$ cat src/rtl/seg_scan_pkg.sv
// Shared constants for the watch 7-segment scan bus: segment patterns, digit codes
// and a strobe classifier used by the receive-side decoder.
package seg_scan_pkg;

    localparam int NUM_SLOTS = 7;

    localparam logic [3:0] CODE_AM    = 4'hA;
    localparam logic [3:0] CODE_PM    = 4'hB;
    localparam logic [3:0] CODE_BLANK = 4'hE;
    localparam logic [3:0] CODE_INV   = 4'hF;

    // Segment order g..a in bits [6:0]; the watch encoder uses the same table.
    localparam logic [6:0] SEG_0     = 7'h3F;
    localparam logic [6:0] SEG_1     = 7'h06;
    localparam logic [6:0] SEG_2     = 7'h5B;
    localparam logic [6:0] SEG_3     = 7'h4F;
    localparam logic [6:0] SEG_4     = 7'h66;
    localparam logic [6:0] SEG_5     = 7'h6D;
    localparam logic [6:0] SEG_6     = 7'h7D;
    localparam logic [6:0] SEG_7     = 7'h27;
    localparam logic [6:0] SEG_8     = 7'h7F;
    localparam logic [6:0] SEG_9     = 7'h6F;
    localparam logic [6:0] SEG_AM    = 7'h77;
    localparam logic [6:0] SEG_PM    = 7'h73;
    localparam logic [6:0] SEG_BLANK = 7'h00;

    typedef enum logic [1:0] {
        COM_IDLE,
        COM_ONEHOT,
        COM_MULTI
    } com_kind_e;

    typedef struct packed {
        com_kind_e  kind;
        logic [2:0] idx;
    } com_info_t;

    // A lone zero on bit 7 is not a digit slot, so it is treated like an idle sample.
    function automatic com_info_t com_classify(input logic [7:0] com);
        com_info_t   r;
        int unsigned nz;
        r.kind = COM_IDLE;
        r.idx  = '0;
        nz     = 0;
        for (int i = 0; i < 8; i++) begin
            if (!com[i]) begin
                nz++;
                r.idx = 3'(i);
            end
        end
        if (nz > 1)
            r.kind = COM_MULTI;
        else if (nz == 1 && r.idx != 3'd7)
            r.kind = COM_ONEHOT;
        return r;
    endfunction

endpackage

$ cat src/rtl/seg_scan_decoder_seg7_decode.sv
// Combinational 7-segment pattern to 4-bit digit code; unknown patterns map to CODE_INV.
module seg7_decode
    import seg_scan_pkg::*;
(
    input  logic [6:0] pattern_i,
    output logic [3:0] code_o
);

    always_comb begin
        code_o = CODE_INV;
        case (pattern_i)
            SEG_0:     code_o = 4'd0;
            SEG_1:     code_o = 4'd1;
            SEG_2:     code_o = 4'd2;
            SEG_3:     code_o = 4'd3;
            SEG_4:     code_o = 4'd4;
            SEG_5:     code_o = 4'd5;
            SEG_6:     code_o = 4'd6;
            SEG_7:     code_o = 4'd7;
            SEG_8:     code_o = 4'd8;
            SEG_9:     code_o = 4'd9;
            SEG_AM:    code_o = CODE_AM;
            SEG_PM:    code_o = CODE_PM;
            SEG_BLANK: code_o = CODE_BLANK;
            default:   code_o = CODE_INV;
        endcase
    end

endmodule

$ cat src/rtl/seg_scan_decoder.sv
// Scan-bus readback: registers strobes/segments, tracks the scan slot, decodes digits,
// commits per-frame presence and flags digits whose presence toggles at blink rate.
module seg_scan_decoder
    import seg_scan_pkg::*;
#(
    parameter int BLINK_MIN = 32,
    parameter int BLINK_MAX = 100
) (
    input  logic        clk_1k,
    input  logic        rst,
    input  logic [7:0]  com_i,
    input  logic [7:0]  seg_i,
    output logic [27:0] digits_o,
    output logic [6:0]  present_o,
    output logic [6:0]  dp_o,
    output logic [6:0]  blink_o,
    output logic        frame_done_o,
    output logic        sync_err_o
);

    localparam logic [6:0] RUN_MIN = 7'(BLINK_MIN);
    localparam logic [6:0] RUN_MAX = 7'(BLINK_MAX);

    logic [7:0]                     com_q, seg_q;
    logic [2:0]                     slot_q, slot_d;
    logic [NUM_SLOTS-1:0][3:0]      digits_q;
    logic [NUM_SLOTS-1:0]           dp_q, fp_q, present_q;
    logic                           frame_done_q, sync_err_q;
    logic [3:0]                     code;
    logic                           strobe, commit;
    com_info_t                      info;

    seg7_decode u_dec (
        .pattern_i (seg_q[6:0]),
        .code_o    (code)
    );

    always_comb begin
        info   = com_classify(com_q);
        strobe = (info.kind == COM_ONEHOT);
        slot_d = strobe ? info.idx : slot_q + 3'd1;
        commit = (slot_d == 3'd7);
    end

    always_ff @(posedge clk_1k or posedge rst) begin
        if (rst) begin
            com_q        <= 8'hFF;
            seg_q        <= 8'h00;
            slot_q       <= 3'd7;
            digits_q     <= {NUM_SLOTS{CODE_BLANK}};
            dp_q         <= '0;
            fp_q         <= '0;
            present_q    <= '0;
            frame_done_q <= 1'b0;
            sync_err_q   <= 1'b0;
        end else begin
            com_q        <= com_i;
            seg_q        <= seg_i;
            slot_q       <= slot_d;
            sync_err_q   <= (info.kind == COM_MULTI);
            frame_done_q <= commit;
            if (strobe) begin
                digits_q[info.idx] <= code;
                dp_q[info.idx]     <= seg_q[7];
            end
            // Slot 7 never strobes, so a commit and a presence set cannot collide.
            if (commit) begin
                present_q <= fp_q;
                fp_q      <= '0;
            end else if (strobe) begin
                fp_q[info.idx] <= 1'b1;
            end
        end
    end

    for (genvar k = 0; k < NUM_SLOTS; k++) begin : g_blink
        logic [6:0] run_q;
        logic       last_q;
        logic       blink_q;

        always_ff @(posedge clk_1k or posedge rst) begin
            if (rst) begin
                run_q   <= '0;
                last_q  <= 1'b0;
                blink_q <= 1'b0;
            end else if (commit) begin
                if (fp_q[k] != last_q) begin
                    blink_q <= (run_q >= RUN_MIN) && (run_q <= RUN_MAX);
                    run_q   <= 7'd1;
                    last_q  <= fp_q[k];
                end else begin
                    if (run_q != 7'h7F)
                        run_q <= run_q + 7'd1;
                    // run_q >= MAX means the incremented run exceeds MAX.
                    if (run_q >= RUN_MAX)
                        blink_q <= 1'b0;
                end
            end
        end

        assign blink_o[k] = blink_q;
    end

    assign digits_o     = digits_q;
    assign present_o    = present_q;
    assign dp_o         = dp_q;
    assign frame_done_o = frame_done_q;
    assign sync_err_o   = sync_err_q;

endmodule

$ cat config.mk
export PLATFORM = sky130hd
export DESIGN_NAME = seg_scan_decoder
export DESIGN_NICKNAME = d
export VERILOG_FILES = /design/src/rtl/seg_scan_pkg.sv /design/src/rtl/seg_scan_decoder_seg7_decode.sv /design/src/rtl/seg_scan_decoder.sv
export SDC_FILE = /design/constraint.sdc
export NUM_CORES = 1
export LEC_CHECK = 0
export ABC_AREA = 1
export BUFFER_PORTS_ARGS = -buffer_cell sky130_fd_sc_hd__buf_2
export CORE_MARGIN = 4
export CORE_UTILIZATION = 65
export CTS_BUF_LIST = sky130_fd_sc_hd__clkbuf_8
export CTS_CLUSTER_SIZE = 30
export DETAILED_ROUTE_END_ITERATION = 10
export MAX_ROUTING_LAYER = met4
export PLACE_DENSITY_LB_ADDON = 0.15
export SLEW_MARGIN = 20
export SYNTH_ARGS = -nofsm -noshare
export SYNTH_HDL_FRONTEND = slang
export SYNTH_SLANG_ARGS = --single-unit
export TNS_END_PERCENT = 1
$ cat constraint.sdc
create_clock -name clk_1k -period 6.5 [get_ports clk_1k]
set_input_delay 0.325 -clock clk_1k [delete_from_list [all_inputs] [get_ports clk_1k]]
set_output_delay 0.325 -clock clk_1k [all_outputs]
set_load 0.05 [all_outputs]
### After elaboration in Yosys (flattened, before gate mapping)

Index checks and enable logic that the tools add are counted.

| storage, ports and cells | value |
|---|---|
| memory bits (writable) | 0 |
| bits in latches | 0 |
| memories | 0 |
| bits in read-only memories | 0 |
| word-level logic and storage cells | 208 |
| bits in registers | 133 |
| output and inout port bits | 51 |

| cells by class | value |
|---|---|
| add/subtract/negate cells | 15 |
| bitwise gates (word level) | 1 |
| divide/modulo/power cells | 0 |
| multipliers | 0 |
| $lt $le $gt $ge | 24 |
| shifts and indexed selects | 0 |
| muxes and demuxes | 55 |
| equality and inequality tests | 31 |
| reductions and logical operators | 46 |

Operator list:

| operator | number |
|---|---|
| $add 32x1->32 const B | 7 |
| $mux 32 | 7 |
| $mux 7 | 16 |
| $eq 7x7->1 const B | 9 |
| $pmux 4 s13 | 1 |
| $add 7x1->7 const B | 7 |
| $ge 7x6->1 const B | 7 |
| $ge 7x7->1 const B | 7 |
| $le 7x7->1 const B | 7 |
| $ne 7x7->1 const B | 7 |
| $reduce_and 2->1 | 21 |
| $eq 32x1->1 const B | 1 |
| $gt 32x1->1 const B | 1 |
| $reduce_bool 2->1 | 15 |
| $bwmux 28 | 1 |
| $mux 3 | 7 |
| $mux 1 | 18 |
| $eq 7x6->1 const B | 2 |
| $demux 4 s3 | 1 |
| $logic_and 1x1->1 | 9 |
| $bwmux 7 | 1 |
| $eq 7x3->1 const B | 1 |
| $logic_not 7->1 | 1 |
| $ne 1x1->1 | 7 |
| other kinds (11) | 11 |

### Depth between registers and ports, before layout

| logic depth | value |
|---|---|
| depth in word-level cells | 23 |
| gate-level depth with buffers | 32 |
| mapped depth without buffers | 31 |

### Modules after synthesis

A second synthesis with hierarchy kept.

| second synthesis, totals | value |
|---|---|
| cell total of the unflattened synthesis | 960 |
| area total of the unflattened synthesis | 7,563.5 µm² |

By module, submodules not included:

| module | cells an instance | seq. area each (µm²) | instances | area an instance (µm²) |
|---|---|---|---|---|
| seg_scan_decoder | 894 | 3,368.2 | 1 | 7,250.7 |
| seg7_decode | 66 | 0.0 | 1 | 312.8 |

### Worst setup path after synthesis

Ideal clock, no wire load.

| path | value |
|---|---|
| path kind | reg2reg |
| from | reg com_q[1] |
| to | reg present_q[6], in the netlist present_o[6] |
| data required time | 6.378 ns |
| arrival time | 4.107 ns |
| stages on the path, launching flop included | 33 |
| setup slack | 2.271 ns |
| clock period less this slack | 4.229 ns |
| path through | dfstp_2 -> inv_1 -> ha_1 -> inv_1 -> nand2_2 -> nand2_1 -> ha_1 -> nand2_1 -> nand2_1 -> ha_1 -> nand2_1 -> nand2_1 -> ha_1 -> nand2_1 -> nand2_1 -> ha_1 -> nand2_1 -> nand2_1 -> ha_1 -> nand2_1 -> nor2_1 -> nand2_1 -> nand2_1 -> nand2_2 -> nor2_4 -> nand2_4 -> nand2_1 -> nand2_1 -> nor2_4 -> nand2_2 -> buf_2 -> nand2_1 -> o21ai_1 |

| on the way | value |
|---|---|
| longest elaborated chain between the ends | 20 |
| elaborated cells between the ends (all ways) | 29 |

Ends and longest elaborated chain:

| what | RTL line | RTL |
|---|---|---|
| start: declaration | seg_scan_decoder.sv:24 | `logic [7:0] com_q, seg_q;` |
| start signal: assignment | seg_scan_decoder.sv:57 | `com_q <= com_i;` |
| branches (longest 18 deep; another with $add 32x1->32) | - |  |
| $mux 3 (*) | seg_scan_decoder.sv:41 | `slot_d = strobe ? info.idx : slot_q + 3'd1;` |
| $eq 3x3->1 (*) | seg_scan_decoder.sv:42 | `commit = (slot_d == 3'd7);` |
| end signal: assignment | seg_scan_decoder.sv:68 | `present_q <= fp_q;` |
| end: declaration | seg_scan_decoder.sv:27 | `logic [NUM_SLOTS-1:0] dp_q, fp_q, present_q;` |

Mark *: on every way between the ends.
A chain may end at the register's enable or synchronous reset.

### Final worst setup path

| path | value |
|---|---|
| from | reg com_q[0] |
| to | reg present_q[0], in the netlist present_o[0] |

| on the way | value |
|---|---|
| longest elaborated chain between the ends | 22 |
| elaborated cells between the ends (all ways) | 23 |

Ends and longest elaborated chain:

| what | RTL line | RTL |
|---|---|---|
| $mux 1 (*) | seg_scan_pkg.sv:46 | `if (!com[i]) begin` |
| $add 32x1->32 | seg_scan_pkg.sv:47 | `nz++;` |
| $mux 32 (*) | seg_scan_pkg.sv:46 |  |
| $add 32x1->32 | seg_scan_pkg.sv:47 |  |
| $mux 32 (*) | seg_scan_pkg.sv:46 |  |
| $add 32x1->32 | seg_scan_pkg.sv:47 |  |
| $mux 32 (*) | seg_scan_pkg.sv:46 |  |
| $add 32x1->32 | seg_scan_pkg.sv:47 |  |
| [... 4 more ...] | - |  |
| $mux 32 (*) | seg_scan_pkg.sv:46 |  |
| $add 32x1->32 | seg_scan_pkg.sv:47 |  |
| $mux 32 (*) | seg_scan_pkg.sv:46 |  |
| branches (longest 3 deep; another with $gt 32x1->1) | - |  |
| $mux 2 (*) | seg_scan_pkg.sv:51 | `if (nz > 1)` |
| $eq 2x1->1 (*) | seg_scan_decoder.sv:40 | `strobe = (info.kind == COM_ONEHOT);` |
| $mux 3 (*) | seg_scan_decoder.sv:41 |  |
| $eq 3x3->1 (*) | seg_scan_decoder.sv:42 |  |

Marked as above.

==> key figures <==
Run status
  – Status: finished, final reports clean

Power
  – Clock power share: 19.5%
  – Sw frac: 47.5%
  – Worst VDD drop: 0.294 mV
  – Total Power: 3.36 mW
  – Leak pwr: 4.28 nW
  – Seq pwr share: 36.8%
  – Reported net switching power: 1.60 mW
  – Internal power: 1.77 mW
  – Comb power frac: 43.7%
  – PD cells: 404 nW/um^2

STA
  – Max Slew Vio Count: 0
  – Layout Skew: 0.0116 ns
  – Final period util: 81.1%
  – Relative max-transition margin: 37.5%
  – RSZ-0062 raised after global routing: false
  – Setup TNS Final: 0 ns
  – Max frequency: 190 MHz
  – Final hold viol count: 0
  – Worst-Margin Slew: 0.935 ns
  – Crit path time final: 5.27 ns
  – Final setup fails: 0

Synth
  – Mapped Avg Cell Area: 7.79 sq um
  – Leading area contributor after synthesis: dfrtp_1
  – Synth warn: 0
  – Seq/Total Area, Yosys: 45.2%
  – Number of flops mapped to enable cells by yosys: 0
  – Post-synthesis net count: 992
  – Synth top cells by count: nand2_1 (283), dfrtp_1 (101), inv_1 (96)
  – Area contributors post-synth: dfrtp_1 (34%), nand2_1 (14%), dfstp_2 (11%)
  – Count leader, synth: nand2_1
  – Synth Flop Type: dfrtp_1
  – Yosys reg bits: 133
  – Synthesized area: 7440 sq um
  – Synth unique cells: 39
  – Async SR Flop Fraction: 100%
  – Cells after Synth: 956
  – Post-synth top area share: 33.9%

Clock network
  – Clock root buffer: clkbuf_8
  – Cts bufs inserted: 17
  – Worst-case clock buffer depth: 2
  – Post-CTS Repair Setup Buffers: 0
  – Hold-fix buffer count after cts: 17
  – Worst-path clk slew: 0.08 ns
  – Cts repair resizes: 0
  – # H-tree levels: 4
  – Clk Latency, worst-skew pair: 0.43 ns
  – TritonCTS clock tree: done
  – Clock sinks: 133

Setup path
  – CP max stage cell: dfstp_2
  – Slowest Stage Delay on Critical Path: 0.55 ns
  – Cell mode on critical path: nand2_1
  – Worst Path Class, Setup: flop to flop
  – Crit-path max FO: 36
  – Kind of end point of the critical path: flop
  – CP arrival: 5.57 ns
  – WP buf/inv: 2
  – Critical path's top delay family: simple AND/OR/NAND/NOR gates
  – CP Data Required Time: 6.80 ns
  – Critical path startpoint category: flop

GRT
  – Antenna violations before repair: 0
  – GRT Total Usage: 27.1%
  – Largest net degree at the start of global routing: 79
  – Global-route wire length before repair: 28400 um
  – Number of global-route vias before repair: 6231
  – GRT overflow: 0

Routing
  – Met1 WL: 7460 um
  – Met3 WL: 601 um
  – Via count: 6457
  – DRT Pass-1 Iters: 5
  – Initial DRC Count: 522
  – Met2 routed WL: 7870 um
  – Top Metal Used: met4
  – Drt wl/cell: 13.8 um
  – Post-route ant nets: 0
  – Via-to-Cell Ratio: 5.48
  – # DRC: 0
  – Final WL: 16300 um

Cells and area
  – Multi-input logic area: 3440 sq um
  – FF/Latch Area: 3370 sq um
  – Nets@finish: 1062
  – Design Area, Final: 8320 sq um
  – # diodes: 0
  – Synth-to-layout area growth: 11.8%
  – Fill count: 821
  – Share of cells above drive strength 1: 16.5%

Placed design
  – Dpl hpwl: 10800 um
  – Buffers added on ports: 68
  – GPL Wtd Cong: 0.879
  – Area after DPL: 7780 sq um

Die
  – Die Area: 13200 sq um
  – Io pins: 69
  – Row cnt: 38
  – Chip height: 115 um
  – Initial Utilization: 67.5%
  – Core region area: 11000 sq um
  – Die Width: 115 um

Worst hold path
  – Hold Crit Class: flop to flop

Run
  – Max-Cap Viols: 0
## power groups by stage
stage	sequential [mW]	clock, mW	combinational [mW]
2_1_floorplan	1.42	0	1.01
3_3_place_gp	1.24	0	1.42
3_5_place_dp	1.25	0	1.45
4_1_cts	1.23	0.662	1.46
5_1_grt	1.27	0.703	1.64
6_report	1.24	0.654	1.47
## worst paths after layout
| path | depth (start not counted) | to | from | slack, ns |
|---|---|---|---|---|
| worst min register to register | 2 | g_blink[0].blink_q$_DFFE_PP0P_ | g_blink[0].blink_q$_DFFE_PP0P_ | 0.47 |
| worst max register to register | 31 | present_o[0]$_DFFE_PP0N_ | com_q[0]$_DFF_PP1_ | 1.23 |
| worst max-delay path | 31 | present_o[0]$_DFFE_PP0N_ | com_q[0]$_DFF_PP1_ | 1.23 |
| worst min-delay path | 2 | g_blink[0].blink_q$_DFFE_PP0P_ | g_blink[0].blink_q$_DFFE_PP0P_ | 0.47 |
| min in group asynchronous | 3 | g_blink[2].run_q[4]$_DFFE_PP0P_ | rst | 0.48 |
| max in group asynchronous | 4 | dp_o[6]$_DFFE_PP0P_ | rst | 4.70 |
## sequential cells by signal, indices dropped and copies added, names as in the netlist
name and cells:
slot_q 3, dp_o 7, g_blink.last_q 7, digits_o 28, present_o 7, seg_q 8
frame_done_o 1, g_blink.run_q 49, com_q 8, sync_err_o 1, g_blink.blink_q 7, fp_q 7
## logic make-up after synthesis
logic type | after synthesis | share of synthesized area, %
adders and majority gates | 18 | 3.03
AOI/OAI and AO/OA | 92 | 7.01
and+or+nand+nor | 539 | 33.0
DFF | 133 | 45.2
xor gates and xnor gates | 27 | 3.18
buffers and inverters | 147 | 8.55
## placed cells by master, fill, tap and decap left out, types with 4 or more instances in the layout
master	instances
nand2_1	283
dfrtp_1	101
inv_1	96
nor2_1	79
nand4_1	72
buf_2	68
nand3_1	49
o21ai_0	43
dfstp_2	32
nor3_1	19
ha_1	18
clkbuf_8	18
dlygate4sd3_1	17
a21oi_1	16
xnor2_1	14
o21ai_1	14
xor2_1	13
or2_2	8
inv_2	7
nand4_2	7
nand2_2	6
clkinv_1	6
inv_6	6
o21a_1	5
a31oi_1	4
nor4_1	4
nor3b_1	4
clkinvlp_4	4
## worst min-delay path: stages, from the launching register on
cell and delay, ns:
dfrtp_1 0.34, nand2_1 0.05, nand2_1 0.05
## stage by stage
stage	hold WS, ns	utilization [%]	std cells	setup slack, ns
after floorplan	0.329	-	956	2.27
after global placement	0.407	70.5	1130	1.48
after detailed placement	0.410	70.5	1130	1.28
after CTS	0.474	75.4	1179	1.25
after global routing	0.497	75.4	1179	0.709
final	0.469	75.4	1179	1.23
## layout make-up
| cell class | count | share of cell area (%) |
|---|---|---|
| multi-input cells | 676 | 41.3 |
| flip-flops and latches | 133 | 40.5 |
| repair buffers | 89 | 6.65 |
| inverters | 109 | 4.98 |
| clock buffers | 18 | 2.98 |
| well taps | 140 | 2.11 |
| clock inverters | 14 | 1.47 |
## layer usage
metal  global-route usage (%)  vias up
met2                     42.3      152
li1                         -     3268
met5                        -        -
met1                     35.6     3010
met3                     5.37       27
met4                     9.47        0
Power figures use the tool's default switching activity.
